File: config.mk
export PLATFORM = sky130hd
export DESIGN_NAME = coin_pulse_ctrl
export DESIGN_NICKNAME = d
export VERILOG_FILES = /design/src/rtl/coin_pulse_ctrl.sv
export SDC_FILE = /design/constraint.sdc
export NUM_CORES = 1
export LEC_CHECK = 0
export ABC_AREA = 1
export CORE_UTILIZATION = 54
export CTS_CLUSTER_DIAMETER = 50
export DETAILED_ROUTE_END_ITERATION = 12
export GPL_TIMING_DRIVEN = 0
export PLACE_DENSITY = 0.88
export RECOVER_POWER = 25
export SLEW_MARGIN = 10
export SYNTH_ARGS = -nofsm -noshare
export SYNTH_HDL_FRONTEND = slang
export SYNTH_SLANG_ARGS = --single-unit
export TNS_END_PERCENT = 1
File: constraint.sdc
create_clock -name MCLK -period 4.9 [get_ports MCLK]
set_input_delay 0.49 -clock MCLK [delete_from_list [all_inputs] [get_ports MCLK]]
set_output_delay 0.49 -clock MCLK [all_outputs]
set_load 0.005 [all_outputs]
File: src/rtl/coin_pulse_ctrl.sv
// Frame-paced coin conditioner: samples coin buttons once per video frame, queues
// accepted coins and replays them to the core as fixed-width pulses with gaps.
module coin_pulse_ctrl #(
    parameter int PULSE_FRAMES = 3,
    parameter int GAP_FRAMES   = 3
) (
    input  logic       MCLK,
    input  logic       RESET_N,
    input  logic       VBLK,
    input  logic       COIN1,
    input  logic       COIN2,
    output logic       COIN,
    output logic [2:0] PENDING,
    output logic [7:0] COIN_CNT,
    output logic       DROP
);

    typedef enum logic [1:0] {
        IDLE  = 2'd0,
        PULSE = 2'd1,
        GAP   = 2'd2
    } state_t;

    localparam logic [3:0] PULSE_LOAD = 4'(PULSE_FRAMES - 1);
    localparam logic [3:0] GAP_LOAD   = 4'(GAP_FRAMES - 1);

    logic vblk_meta, vblk_sync, vblk_prev, tick;
    logic coin1_meta, coin1_sync, coin1_prev;
    logic coin2_meta, coin2_sync, coin2_prev;

    state_t     state;
    logic [3:0] fcnt;

    logic       press1, press2;
    logic [1:0] inc;
    logic       take;
    logic [3:0] sum;
    logic [2:0] pending_next;
    logic [1:0] dropped;
    logic [1:0] accepted;

    // VBLK resets high so a blank held across reset release never fakes a frame tick.
    always_ff @(posedge MCLK) begin
        if (!RESET_N) begin
            vblk_meta  <= 1'b1;
            vblk_sync  <= 1'b1;
            vblk_prev  <= 1'b1;
            tick       <= 1'b0;
            coin1_meta <= 1'b0;
            coin1_sync <= 1'b0;
            coin2_meta <= 1'b0;
            coin2_sync <= 1'b0;
        end else begin
            vblk_meta  <= VBLK;
            vblk_sync  <= vblk_meta;
            vblk_prev  <= vblk_sync;
            tick       <= vblk_sync & ~vblk_prev;
            coin1_meta <= COIN1;
            coin1_sync <= coin1_meta;
            coin2_meta <= COIN2;
            coin2_sync <= coin2_meta;
        end
    end

    // Previous frame samples reset to 1 so a button held through reset needs a fresh press.
    always_ff @(posedge MCLK) begin
        if (!RESET_N) begin
            coin1_prev <= 1'b1;
            coin2_prev <= 1'b1;
        end else if (tick) begin
            coin1_prev <= coin1_sync;
            coin2_prev <= coin2_sync;
        end
    end

    assign press1 = tick & coin1_sync & ~coin1_prev;
    assign press2 = tick & coin2_sync & ~coin2_prev;
    assign inc    = {1'b0, press1} + {1'b0, press2};

    // The queue take looks at PENDING before this tick's presses are added.
    always_comb begin
        take = 1'b0;
        if (tick) begin
            case (state)
                IDLE:    take = (PENDING != 3'd0);
                GAP:     take = (fcnt == 4'd0) && (PENDING != 3'd0);
                default: take = 1'b0;
            endcase
        end
    end

    always_comb begin
        sum          = {1'b0, PENDING} + {2'b00, inc} - {3'b000, take};
        pending_next = sum[2:0];
        dropped      = 2'd0;
        if (sum > 4'd7) begin
            pending_next = 3'd7;
            dropped      = 2'(sum - 4'd7);
        end
        accepted = inc - dropped;
    end

    always_ff @(posedge MCLK) begin
        if (!RESET_N) begin
            PENDING  <= 3'd0;
            COIN_CNT <= 8'd0;
            DROP     <= 1'b0;
        end else begin
            PENDING  <= pending_next;
            COIN_CNT <= COIN_CNT + {6'd0, accepted};
            if (dropped != 2'd0)
                DROP <= 1'b1;
        end
    end

    // Pulse/gap sequencer; every legal transition waits for a frame tick.
    always_ff @(posedge MCLK) begin
        if (!RESET_N) begin
            state <= IDLE;
            fcnt  <= 4'd0;
            COIN  <= 1'b0;
        end else begin
            case (state)
                IDLE: begin
                    if (take) begin
                        state <= PULSE;
                        fcnt  <= PULSE_LOAD;
                        COIN  <= 1'b1;
                    end
                end
                PULSE: begin
                    if (tick) begin
                        if (fcnt == 4'd0) begin
                            state <= GAP;
                            fcnt  <= GAP_LOAD;
                            COIN  <= 1'b0;
                        end else begin
                            fcnt <= fcnt - 4'd1;
                        end
                    end
                end
                GAP: begin
                    if (tick) begin
                        if (fcnt == 4'd0) begin
                            if (take) begin
                                state <= PULSE;
                                fcnt  <= PULSE_LOAD;
                                COIN  <= 1'b1;
                            end else begin
                                state <= IDLE;
                            end
                        end else begin
                            fcnt <= fcnt - 4'd1;
                        end
                    end
                end
                default: begin
                    state <= IDLE;
                    fcnt  <= 4'd0;
                    COIN  <= 1'b0;
                end
            endcase
        end
    end

endmodule

==> results of run 1 <==
-- critical path: cells and delay by family, from the launching register on --
| family | cells | cell delay (ns) |
|---|---|---|
| simple gates | 12 | 1.29 |
| buf+inv | 4 | 0.32 |
| flops | 1 | 0.36 |
| xor+xnor | 4 | 0.92 |
| fa+ha+maj | 5 | 1.12 |
-- synth_stat cells, drive strengths merged --
master / n / area share, %
a211oi: 1 / 0.52
dfxtp: 29 / 40
clkbuf: 3 / 0.79
nand2: 42 / 12
clkinv: 1 / 0.26
a21oi: 14 / 5.1
xnor2: 2 / 1.2
or2: 4 / 1.9
o21a: 1 / 0.52
inv: 37 / 9.9
nand4: 1 / 0.44
fa: 2 / 2.8
xor2: 4 / 2.4
ha: 11 / 9.6
o21ai: 7 / 2.4
o22ai: 1 / 0.44
nand3b: 1 / 0.52
nor2: 16 / 4.5
nand3: 8 / 2.8
nor3: 3 / 1.0
-- registers in the layout (all words and copies together) (netlist names) --
name / count
COIN: 1
COIN_CNT: 8
DROP: 1
PENDING: 3
coin1_meta: 1
coin1_prev: 1
coin1_sync: 1
coin2_meta: 1
coin2_prev: 1
coin2_sync: 1
fcnt: 4
state: 2
tick: 1
vblk_meta: 1
vblk_prev: 1
vblk_sync: 1
-- final timing paths --
path                                 from          end  slack, ns
worst max-delay path              fcnt[1]  COIN_CNT[7]       0.76
worst min-delay path            vblk_prev         tick       0.39
worst max register to register    fcnt[1]  COIN_CNT[7]       0.76
worst min register to register  vblk_prev         tick       0.39
-- through the flow --
step	total power (W)	cells	area (um2)	hold WS, ns	setup WS (ns)
CTS	0.0009048	242	1683	0.3957	0.7338
global placement	0.0007305	234	1632	0.3785	0.9851
finish	0.0008932	242	1683	0.3904	0.7575
detailed placement	0.0007618	234	1632	0.3859	0.7704
floorplan	0.0006282	188	1434	0.3753	1.445
global route	0.0009854	242	1683	0.4049	0.3054
-- report_power, final --
part | switching [W] | internal [W]
clock network | 0.0000817 | 0.0000545
registers | 0.0000277 | 0.000274
logic | 0.000253 | 0.000202
-- layout by cell type (no fill, tap or decap) --
master / netlist / final
o21ai_1: 2 / 2
xor2_1: 4 / 4
xnor2_1: 2 / 2
a21oi_2: 1 / 1
nor3_1: 3 / 3
inv_1: 32 / 32
o22ai_1: 1 / 1
clkinv_2: 0 / 2
clkbuf_4: 0 / 5
nand3b_1: 1 / 1
nor2_2: 2 / 2
fa_1: 2 / 2
nand3_1: 8 / 8
nand2_2: 1 / 1
o21ai_0: 5 / 5
a211oi_1: 1 / 1
ha_1: 11 / 11
inv_4: 1 / 1
nand4_1: 1 / 1
or2_2: 3 / 3
clkbuf_1: 3 / 4
a21oi_1: 13 / 13
or2_4: 1 / 1
nor2_1: 14 / 14
o21a_1: 1 / 1
nand2_1: 39 / 39
dfxtp_1: 29 / 29
inv_2: 4 / 4
clkdlybuf4s50_1: 0 / 16
nand2_4: 2 / 2
clkinv_1: 1 / 1
-- layer usage --
| layer | global-route usage [%] | wire (um) | vias to the layer above |
|---|---|---|---|
| li1 | - | - | 630 |
| met1 | 24.56 | 1143 | 528 |
| met2 | 39.79 | 1375 | 21 |
| met3 | 9.040 | 136 | 5 |
| met4 | 13.16 | 67 | 0 |
| met5 | 0 | 0 | - |
-- cell type report --
cell class                      instances  share of cell area (%)
Clock inverter                          2                  0.5948
Clock buffer                            6                   2.454
Buffer                                  3                  0.6691
Multi-Input combinational cell        118                   41.41
Tap cell                               30                   2.230
Inverter                               38                   8.625
Sequential cell                        29                   34.50
Timing Repair Buffer                   16                   9.517
-- cell families (layout without fill, tap and decap cells) --
group | after synthesis | after routing
simple gates | 75 | 75
buf+inv | 41 | 65
flops | 29 | 29
compound gates | 24 | 24
fa+ha+maj | 13 | 13
xor+xnor | 6 | 6
==> run_results.csv, run 1 <==
group,metric,value,unit
setup_path,critPathMaxFanout,6,
clock_network,clk_pin_slew,0.09,ns
worst_hold_path,min_path_type,"flip-flop to flip-flop",
yosys,synth_xor_xnor_area_share,3.665,%
yosys,synth-seq-cells,29,
setup_path,crit_top_cell,"nand2_1",
drt,wire_per_inst,11.25,um
floorplanning,ios,18,
clock_network,post-cts-setup-buffers,0,
grt,grt_pass1_wl,4.429,mm
floorplanning,dieArea,2865,um2
clock_network,cts_sinks,29,
floorplanning,die_w,53.53,um
run_status,status,"finished, final reports clean",
setup_path,reg2reg_depth,25,
yosys,ys_warn_count,0,
floorplanning,rows,18,
drt,vias_per_cell,4.893,
grt,grt_usage,23.39,%
drt,drtPass1Iterations,4,
final_layout,final_util,67.32,%
pwr,peakVddDrop,0.0005659,V
final_layout,layout-drive-gt1-share,10.38,%
final_layout,multi_input_area,696.9,um2
drt,drc,0,
drt,via_count,1184,
timing,worst_clock_skew,0.007479,ns
clock_network,insertion_delay,0.33,ns
drt,drtIter0Drc,14,
timing,max_freq,241.4,MHz
clock_network,clk_path_buf_depth,2,
setup_path,crit_arrival,4.35,ns
yosys,avgSynthCellArea,7.627,um2
place,portBuffers,16,
setup_path,startpoint_type,"flip-flop",
place,gp_congestion,0.7997,
final_layout,nFillCells,197,
timing,post-route-period-util,84.54,%
clock_network,clockRootBuffer,"clkbuf_4",
clock_network,htree_num_levels,2,
clock_network,cts.repair.resized,0,
pwr,power_leakage,0.8176,nW
timing,fin_setup_tns,0,ns
setup_path,critical_path_class,"flip-flop to flip-flop",
yosys,synthMuxAreaShare,0,%
setup_path,crit_required,5.11,ns
timing,finalSetupViolCount,0,
floorplanning,fp.dieH,53.53,um
clock_network,cts_tree,"built",
yosys,synth_top_family_by_area,"simple AND/OR/NAND/NOR gates",
timing,hold_viol_final,0,
place,dpl.hpwl,2.037,mm
timing,rsz0062_at_grt,"false",
grt,grt_max_degree,11,
grt,antenna_found_initial,0,
clock_network,numCtsBuffers,5,
floorplanning,core,2500,um2
yosys,synth_simple_gate_area_share,23.47,%
grt,grt_overflow_total,0,
yosys,synth_area,1434,um2
floorplanning,start_util,57.36,%
final_layout,nets,229,
grt,grt_pass1_vias,1048,
timing,drv_slew,0,
clock_network,ctsHoldBuffers,0,
yosys,synth_compound_area_share,9.075,%
yosys,yosysSeqAreaShare,40.49,%
final_layout,area_growth,17.36,%
worst_hold_path,min_delay_path_depth,1,
final_layout,n_antenna_cell,0,
setup_path,endpoint_kind,"flip-flop",
drt,routed_wl,2.722,mm
setup_path,critPathMaxStageDelay,0.38,ns
timing,finalCriticalPeriod,4.143,ns
final_layout,register_area,580.6,um2
run,maxCapViolCount,0,
yosys,synth_fp_nets,206,
pwr,powerDensity,530.8,nW/um2
drt,postRouteAntennaNets,0,
yosys,synthAdderAreaFrac,12.39,%
timing,tightest_slew,0.5362,ns
yosys,ys_types,28,
setup_path,slowest_stage,"xor2_1",
timing,relSlewSlack,64.25,%
yosys,synth_cells,188,
Power figures use the tool's default switching activity.
==> inputs of run 2 (changes only) <==
==> constraint.sdc (replaced) <==
create_clock -name MCLK -period 4 [get_ports MCLK]
set_input_delay 0.4 -clock MCLK [delete_from_list [all_inputs] [get_ports MCLK]]
set_output_delay 0.4 -clock MCLK [all_outputs]
set_load 0.005 [all_outputs]
==> run_results.csv, run 2 (synthesis results as in run 1) <==
group,metric,value,unit
run_status,status,"finished, final reports clean",
final_layout,top_regs,"COIN_CNT: 8 flops, fcnt: 4 flops, PENDING: 3 flops",
floorplanning,ios,18,
final_layout,final_util,69.32,%
drt,drtPass1Iterations,4,
final_layout,final_common_cell,"nand2_1",
grt,grt_overflow_total,0,
timing,relSlewSlack,64.37,%
clock_network,clockRootBuffer,"clkbuf_4",
setup_path,startpoint_type,"flip-flop",
place,dpl.hpwl,2.037,mm
clock_network,clk_pin_slew,0.09,ns
setup_path,endpoint_kind,"flip-flop",
pwr,peakVddDrop,0.0008577,V
clock_network,cts_tree,"built",
clock_network,clk_path_buf_depth,2,
floorplanning,rows,18,
pwr,powerDensity,678.5,nW/um2
final_layout,final_cell_mix,"nand2_1 (38), inv_1 (32), dfxtp_1 (27)",
final_layout,largest_register_ffs,8,
setup_path,crit_arrival,3.95,ns
setup_path,critPathMaxFanout,4,
setup_path,crit_required,4.21,ns
timing,hold_viol_final,0,
drt,postRouteAntennaNets,0,
place,pre_cts_ws,-0.1296,ns
drt,routed_wl,2.830,mm
final_layout,n_antenna_cell,0,
worst_hold_path,min_path_type,"flip-flop to flip-flop",
setup_path,critical_path_class,"flip-flop to flip-flop",
final_layout,nets,230,
pwr,power_leakage,0.8358,nW
timing,worst_slack,0.2551,ns
pwr,total_power,0.001176,W
run,maxCapViolCount,0,
clock_network,cts_sinks,29,
drt,wire_per_inst,11.65,um
grt,grt_max_degree,11,
timing,finalSetupViolCount,0,
timing,drv_slew,0,
timing,tightest_slew,0.5344,ns
timing,fin_hold_ws,0.3922,ns
timing,finalCriticalPeriod,3.745,ns
drt,drtIter0Drc,18,
grt,grt_pass1_wl,4.429,mm
place,portBuffers,16,
grt,antenna_found_initial,0,
final_layout,largest_register,"COIN_CNT",
place,gp_congestion,0.7997,
drt,vias_per_cell,4.893,
floorplanning,core,2500,um2
grt,grt_usage,23.39,%
clock_network,numCtsBuffers,5,
floorplanning,die_w,53.53,um
final_layout,area_growth,20.86,%
timing,max_freq,267.0,MHz
clock_network,insertion_delay,0.33,ns
final_layout,layout-drive-gt1-share,15.02,%
timing,post-route-period-util,93.62,%
place,placed_cell_area,1632,um2
floorplanning,start_util,57.36,%
floorplanning,fp.dieH,53.53,um
clock_network,htree_num_levels,2,
timing,worst_clock_skew,0.006924,ns
grt,grt_pass1_vias,1048,
clock_network,ctsHoldBuffers,0,
final_layout,final_cell_area,1733,um2
floorplanning,dieArea,2865,um2
drt,drc,0,
drt,via_count,1189,
## run 2: cell types whose count changed in the layout (fill, tap and decap cells not counted), moves of 2 or more
cell / previous run / this run
dfxtp_1: 29 / 27
dfxtp_2: 0 / 2
xor2_1: 4 / 2
xor2_2: 0 / 2
## run 2: critical path, cell delays in order (launching register included)
cell and delay (ns):
dfxtp_2 0.35, inv_1 0.07, ha_1 0.21, nand3_2 0.12, nand2_1 0.09, nand2_2 0.13, inv_1 0.08, ha_1 0.28
inv_1 0.05, ha_1 0.17, nand3_1 0.09, nand2_1 0.11, xor2_2 0.18, inv_1 0.06, nor2_1 0.10, ha_2 0.21
xor2_2 0.20, xnor2_2 0.13, ha_1 0.29, nand2_1 0.04, nand2_1 0.07, nand2_1 0.09, nor2_4 0.12, nand4_1 0.13
xor2_1 0.22, nor2_1 0.05
## run 2: repair_timing
action                                  in CTS  in global routing
resized for setup                            1                  9
setup buffers                                1                  0
endpoints found under the setup margin       2                  4
pin swaps                                    1                  3
## run 2: area by class of cell
type                    instances  area [um2]
plain buffers                   3       11.26
clock buffers                   6       41.29
clock inverters                 2       10.01
fillers                       187       767.0
inverters                      38       145.1
multi-input cells             118       737.0
flip-flops and latches         29       583.1
well taps                      30       37.54
repair buffers                 17       167.7
## run 2: through the flow
stage	setup TNS, ns	std cells
3_5_place_dp	-0.1296	234
2_1_floorplan	0	188
5_1_grt	-0.01093	243
6_report	0	243
3_3_place_gp	0	234
4_1_cts	0	243
## run 2: path summary, 6_finish.rpt
kind              from  cells after the start  slack (ns)           to
min reg2reg  vblk_prev                      1        0.39         tick
min          vblk_prev                      1        0.39         tick
max            fcnt[0]                     25        0.26  COIN_CNT[7]
max reg2reg    fcnt[0]                     25        0.26  COIN_CNT[7]
## run 2: power breakdown
part | total, W | internal [W] | switching, W
combinational | 0.000637 | 0.000295 | 0.000342
clock | 0.000167 | 0.0000667 | 0.000101
sequential | 0.000371 | 0.000337 | 0.0000346
## run 2: routing by layer
layer,GRT usage [%],up-vias,share of wire (%)
li1,-,625,-
met2,39.58,23,51
met1,24.73,536,42
met3,9.040,5,4.4
met4,13.16,0,2.2
met5,0,-,0
